--- config.mk ---
export PLATFORM = sky130hd
export DESIGN_NAME = vblank_update_scheduler_flat
export DESIGN_NICKNAME = d
export VERILOG_FILES = /design/src/rtl/vblank_update_scheduler_if.sv /design/src/rtl/vblank_update_scheduler.sv /design/src/flat_wrapper.sv
export SDC_FILE = /design/constraint.sdc
export NUM_CORES = 1
export LEC_CHECK = 0
export BUFFER_PORTS_ARGS = -buffer_cell sky130_fd_sc_hd__buf_2
export CAP_MARGIN = 20
export CORE_ASPECT_RATIO = 1.2
export CORE_MARGIN = 8
export CORE_UTILIZATION = 49
export CTS_CLUSTER_DIAMETER = 100
export DETAILED_ROUTE_END_ITERATION = 12
export PLACE_DENSITY = 0.75
export SLEW_MARGIN = 10
export SYNTH_ARGS = -nofsm -noshare
export SYNTH_HDL_FRONTEND = slang
export SYNTH_SLANG_ARGS = --single-unit
--- constraint.sdc ---
create_clock -name pclk -period 1.62 [get_ports pclk]
set_clock_uncertainty 0.05 [all_clocks]
set_input_delay 0.162 -clock pclk [delete_from_list [all_inputs] [get_ports pclk]]
set_output_delay 0.162 -clock pclk [all_outputs]
set_load 0.005 [all_outputs]
--- src/rtl/vblank_update_scheduler_if.sv ---
// vblank_update_scheduler_if: req/done/gnt/busy handshake between update clients and the scheduler.
interface vblank_update_scheduler_if #(
    parameter int N_REQ = 4
);
    logic [N_REQ-1:0] req;
    logic [N_REQ-1:0] done;
    logic [N_REQ-1:0] gnt;
    logic             busy;
    modport master (output req, done, input gnt, busy);
    modport slave (input req, done, output gnt, busy);
endinterface

--- src/rtl/vblank_update_scheduler.sv ---
// vblank_update_scheduler: round-robin update-slot arbiter confined to vertical blank, plus frame tick/counter.
// Define SCHED_WATCHDOG_EN to revoke grants held for TIMEOUT_CYC cycles without done.
module vblank_update_scheduler #(
    parameter int N_REQ       = 4,
    parameter int FRAME_W     = 16,
    parameter int TIMEOUT_CYC = 1024
) (
    input  logic                     pclk,
    input  logic                     rst,
    input  logic                     vblnk,
    vblank_update_scheduler_if.slave bus,
    output logic                     frame_tick,
    output logic [FRAME_W-1:0]       frame_cnt,
    output logic                     overrun,
    output logic                     timeout
);
    localparam int PW = $clog2(N_REQ);
    typedef enum logic [1:0] {IDLE, ARB, GRANT} state_t;
    state_t state_q, state_d;
    logic vblnk_q, rise, fall, found, owner_done, wd_hit, retire;
    logic [PW-1:0] rr_ptr_q, rr_ptr_d, owner_q, owner_d, pick, owner_nxt;
    logic [N_REQ-1:0] served_q, served_d, gnt_q, gnt_d, eligible;
    logic [FRAME_W-1:0] frame_cnt_q, frame_cnt_d;
    logic frame_tick_q, frame_tick_d, overrun_q, overrun_d, timeout_q, timeout_d, busy_q;

    assign rise       = vblnk & ~vblnk_q;
    assign fall       = ~vblnk & vblnk_q;
    assign eligible   = bus.req & ~served_q;
    assign found      = |eligible;
    assign owner_done = state_q == GRANT && bus.done[owner_q];
    assign owner_nxt  = owner_q == PW'(N_REQ - 1) ? '0 : owner_q + 1'b1;

`ifdef SCHED_WATCHDOG_EN
    localparam int WW = $clog2(TIMEOUT_CYC) + 1;
    logic [WW-1:0] wd_cnt_q, wd_cnt_d;
    assign wd_cnt_d = state_q == GRANT ? wd_cnt_q + 1'b1 : '0;
    assign wd_hit   = state_q == GRANT && wd_cnt_q == WW'(TIMEOUT_CYC - 1);
    always_ff @(posedge pclk or posedge rst)
        if (rst) wd_cnt_q <= '0;
        else wd_cnt_q <= wd_cnt_d;
`else
    assign wd_hit = 1'b0;
`endif

    // Lowest eligible index overall, overridden by the lowest one at or after rr_ptr.
    always_comb begin
        pick = rr_ptr_q;
        for (int i = N_REQ - 1; i >= 0; i--)
            if (eligible[i]) pick = PW'(i);
        for (int i = N_REQ - 1; i >= 0; i--)
            if (eligible[i] && PW'(i) >= rr_ptr_q) pick = PW'(i);
    end

    always_ff @(posedge pclk or posedge rst) begin
        if (rst) state_q <= IDLE;
        else state_q <= state_d;
    end

    always_comb begin
        state_d = state_q;
        case (state_q)
            IDLE:    state_d = rise ? ARB : IDLE;
            ARB:     state_d = fall ? IDLE : found ? GRANT : ARB;
            GRANT:   state_d = fall ? IDLE : (owner_done || wd_hit) ? ARB : GRANT;
            default: state_d = IDLE;
        endcase
    end

    // A watchdog hit coinciding with window close is reported as an overrun instead.
    always_comb begin
        retire       = state_q == GRANT && (owner_done || (wd_hit && !fall));
        frame_tick_d = state_q == IDLE && rise;
        frame_cnt_d  = frame_tick_d ? frame_cnt_q + 1'b1 : frame_cnt_q;
        served_d     = frame_tick_d ? '0 : served_q;
        if (retire) served_d[owner_q] = 1'b1;
        rr_ptr_d     = retire ? owner_nxt : rr_ptr_q;
        owner_d      = state_q == ARB ? pick : owner_q;
        gnt_d        = state_q == ARB && found && !fall ? N_REQ'(1) << pick
                     : state_q == GRANT && state_d == GRANT ? gnt_q : '0;
        overrun_d    = state_q == GRANT && fall && !owner_done;
        timeout_d    = state_q == GRANT && wd_hit && !owner_done && !fall;
    end

    always_ff @(posedge pclk or posedge rst) begin
        if (rst) begin
            vblnk_q      <= 1'b0;
            rr_ptr_q     <= '0;
            owner_q      <= '0;
            served_q     <= '0;
            gnt_q        <= '0;
            busy_q       <= 1'b0;
            frame_cnt_q  <= '0;
            frame_tick_q <= 1'b0;
            overrun_q    <= 1'b0;
            timeout_q    <= 1'b0;
        end else begin
            vblnk_q      <= vblnk;
            rr_ptr_q     <= rr_ptr_d;
            owner_q      <= owner_d;
            served_q     <= served_d;
            gnt_q        <= gnt_d;
            busy_q       <= |gnt_d;
            frame_cnt_q  <= frame_cnt_d;
            frame_tick_q <= frame_tick_d;
            overrun_q    <= overrun_d;
            timeout_q    <= timeout_d;
        end
    end

    assign bus.gnt    = gnt_q;
    assign bus.busy   = busy_q;
    assign frame_tick = frame_tick_q;
    assign frame_cnt  = frame_cnt_q;
    assign overrun    = overrun_q;
    assign timeout    = timeout_q;
endmodule

--- src/flat_wrapper.sv ---
// flat-port wrapper written by rule: the top's interface ports become plain ports
module vblank_update_scheduler_flat 
#(
    parameter int N_REQ       = 4,
    parameter int FRAME_W     = 16,
    parameter int TIMEOUT_CYC = 1024
)
  (pclk, rst, vblnk, frame_tick, frame_cnt, overrun, timeout, bus_req, bus_done, bus_gnt, bus_busy);
  vblank_update_scheduler_if #(.N_REQ(N_REQ)) bus_i ();
  input  logic pclk;
  input  logic rst;
  input  logic vblnk;
  output logic frame_tick;
  output logic [FRAME_W-1:0] frame_cnt;
  output logic overrun;
  output logic timeout;
  input wire logic [$bits(bus_i.req)-1:0] bus_req;
  input wire logic [$bits(bus_i.done)-1:0] bus_done;
  output wire logic [$bits(bus_i.gnt)-1:0] bus_gnt;
  output wire logic [$bits(bus_i.busy)-1:0] bus_busy;
  assign bus_i.req = bus_req;
  assign bus_i.done = bus_done;
  assign bus_gnt = bus_i.gnt;
  assign bus_busy = bus_i.busy;
  vblank_update_scheduler #(.N_REQ(N_REQ), .FRAME_W(FRAME_W), .TIMEOUT_CYC(TIMEOUT_CYC)) u_core (.pclk(pclk), .rst(rst), .vblnk(vblnk), .bus(bus_i), .frame_tick(frame_tick), .frame_cnt(frame_cnt), .overrun(overrun), .timeout(timeout));
endmodule
==> reports/metrics.cfg <==
[status]
status=finished, final reports clean

[placement]
dp_hpwl_um=2840
place_congestion=0.870
place_inst=236
pre_cts_ws_ns=-0.0127
portBuffers=33

[sta]
hold_viol_final=0
fin_setup_tns_ns=0
period_share_pct=100
slew_viol_final=0
setup_violations=0
rsz0062_at_grt=yes
max_clock_freq_mhz=617
fin_crit_ns=1.62
worst_slack_ns=0.0000181

[grt]
grt_first_pass_wirelength_um=6150
antenna_found_initial=0
grt_pass1_vias=1365
grt.overflow.total=0
track_usage_pct=13.4
grt_max_degree=35

[route]
vias_per_cell=5.46
drtAntennaViolNets=0
vias=1342
post-route-drc-count=0
dr.pass1.iters=4
wire_per_inst_um=14.8
wl_um=3640
drtIter0Drc=65

[clock_network]
numCtsBuffers=5
cts_sinks=34
cts_tree=yes
root_buffer=clkbuf_8
h-tree-depth=2
clkTransAtPathRegs_ns=0.07
cts_buffer_depth=2
clock_latency_ns=0.28

[synthesis]
synth.distinct_cells=49
ys_ff_latch=34
synth_fa_ha_area_share_pct=3.64
ys_seq_area_share_pct=49.5
netlist.area_leader.share_pct=49.5
yosys_warnings=0
yosys-top-cells-area=dfrtp_1, xnor2_1, nand2_1
synth_top_area_cell=dfrtp_1
synth_edf_count=0
synth_compound_area_share_pct=12.6
netlist_top_cells_count=dfrtp_1, nand2_1, inv_1, xnor2_1, xor2_1
syn_area_sq_um=1720
syn_avg_cell_area_sq_um=11.0
synth_most_common_cell=dfrtp_1
muxShareOfSynthArea_pct=1.31
syn_inst=157
synthSimpleGateAreaFrac_pct=21.6
synth_ff_type=dfrtp_1
synth_top_family_by_area=simple AND/OR/NAND/NOR gates
async_reset_ff_share_pct=100
synthXorXnorAreaFrac_pct=7.64
syn-num-nets=173

[critical_path]
crit_type=flop to flop
critPathArrivalTime_ns=1.72
crit_start=u_core.owner_q[0]
reg2reg_to=u_core.state_q[0]
required_ns=1.72
ff2ff_path_depth=4
reg2reg_slack_ns=0.00002
crit_end=u_core.state_q[0]
end_kind=flop
reg2reg_from=u_core.owner_q[0]
crit_path_max_fanout=7
start_kind=flop

[finish]
areaGrowthSynthToFinish_pct=24.1
drive_gt1_share_pct=34.0
diodes=0
final_cells=246
fill_cells=283
post-route-util_pct=63.9
regArea_sq_um=851
multi_input_area_sq_um=835
num-nets-final=224

[floorplanning]
dieHeight_um=80.9
num_io_pins=35
start_util_pct=51.5
die_w_um=70.1
die_area_sq_um=5670
core_sq_um=3340
rows=23

[power]
peakVddDrop_mv=0.891
fin_total_pwr_w=0.00306
p_leak_nw=1.08
power_density_nw_per_um2=1430

[hold_path]
hp-class=input port to flop
whs_path_depth=1

[job]
cap_violations=0

area by class of cell:
cell class                 count  share of cell area [%]
tap                           37                    2.17
multi-input combinational    111                    39.1
sequential                    34                    39.9
clock inverter                 2                   0.586
clock buffer                   6                    3.87
timing repair buffer          46                    12.4
inverter                      10                    1.99
placed cells by master (no fill, tap or decap), drive strengths merged, types with 4 or more instances in the layout:
master,Yosys,final
nand2,17,17
dfrtp,34,34
inv,10,10
nand4,5,5
a22o,4,4
nor2b,4,4
nor3,6,6
nor2,7,7
o21ai,6,6
xnor2,8,8
buf,2,45
ha,5,5
nand2b,6,6
xor2,7,7
clkbuf,0,6
nand3,6,6
where the power goes:
part	internal, W	total [W]	switching (W)	leakage, nW
clock	0.000341	0.000640	0.000299	0.0472
combinational	0.000575	0.00119	0.000610	0.591
sequential	0.00105	0.00123	0.000180	0.444
worst max-delay path, stage by stage, from the launching register on:
cell and delay, ns:
dfrtp_1 0.37, mux4_2 0.58, and3b_2 0.28, nor3_2 0.14
a211oi_2 0.07
repair_timing:
item / in CTS / in global routing
hold endpoints to repair: 34 / 0
setup endpoints to repair: 2 / 12
gates resized for setup: 1 / 5
pin swaps: 0 / 5
hold buffers: 1 / 0
setup buffers: 0 / 1
per-stage QoR:
step | hold slack [ns] | area (sq um)
6_report | 0.0261 | 2130
5_1_grt | 0.00881 | 2130
4_1_cts | 0.0144 | 2100
3_5_place_dp | 0.231 | 2000
3_3_place_gp | 0.222 | 2000
2_1_floorplan | 0.143 | 1720
sequential cells by signal (all words and copies together) (netlist names):
name,cells
u_core.frame_cnt,16
u_core.bus.gnt,4
u_core.served_q,4
u_core.owner_q,2
u_core.rr_ptr_q,2
u_core.state_q,2
u_core.bus.busy,1
u_core.frame_tick,1
u_core.overrun,1
u_core.vblnk_q,1
kinds of logic (layout without fill, tap and decap cells):
| family | count (synthesis) | after routing |
|---|---|---|
| adders and majority gates | 5 | 5 |
| other | 1 | 1 |
| buffers and inverters | 12 | 64 |
| muxes | 1 | 1 |
| and+or+nand+nor | 61 | 61 |
| DFF | 34 | 34 |
| AOI/OAI and AO/OA | 28 | 28 |
| xor gates and xnor gates | 15 | 15 |
routing by layer:
metal  vias up  global-route usage (%)  share of wire, %
met2        30                    23.2                50
li1        653                       -                 -
met4         0                    6.84               2.3
met1       653                    13.9                42
met5         -                       0                 0
met3         6                    5.48               5.5
worst min-delay path by stage:
stage,endpoint,start,slack [ns]
2_1_floorplan,u_core.vblnk_q,vblnk,0.14
3_3_place_gp,u_core.frame_cnt[11],rst,0.22
3_5_place_dp,u_core.frame_cnt[10],rst,0.23
4_1_cts,u_core.vblnk_q,vblnk,0.01
5_1_grt,u_core.vblnk_q,vblnk,0.009
6_report,u_core.vblnk_q,vblnk,0.03
(Power assumes the default switching activity.)
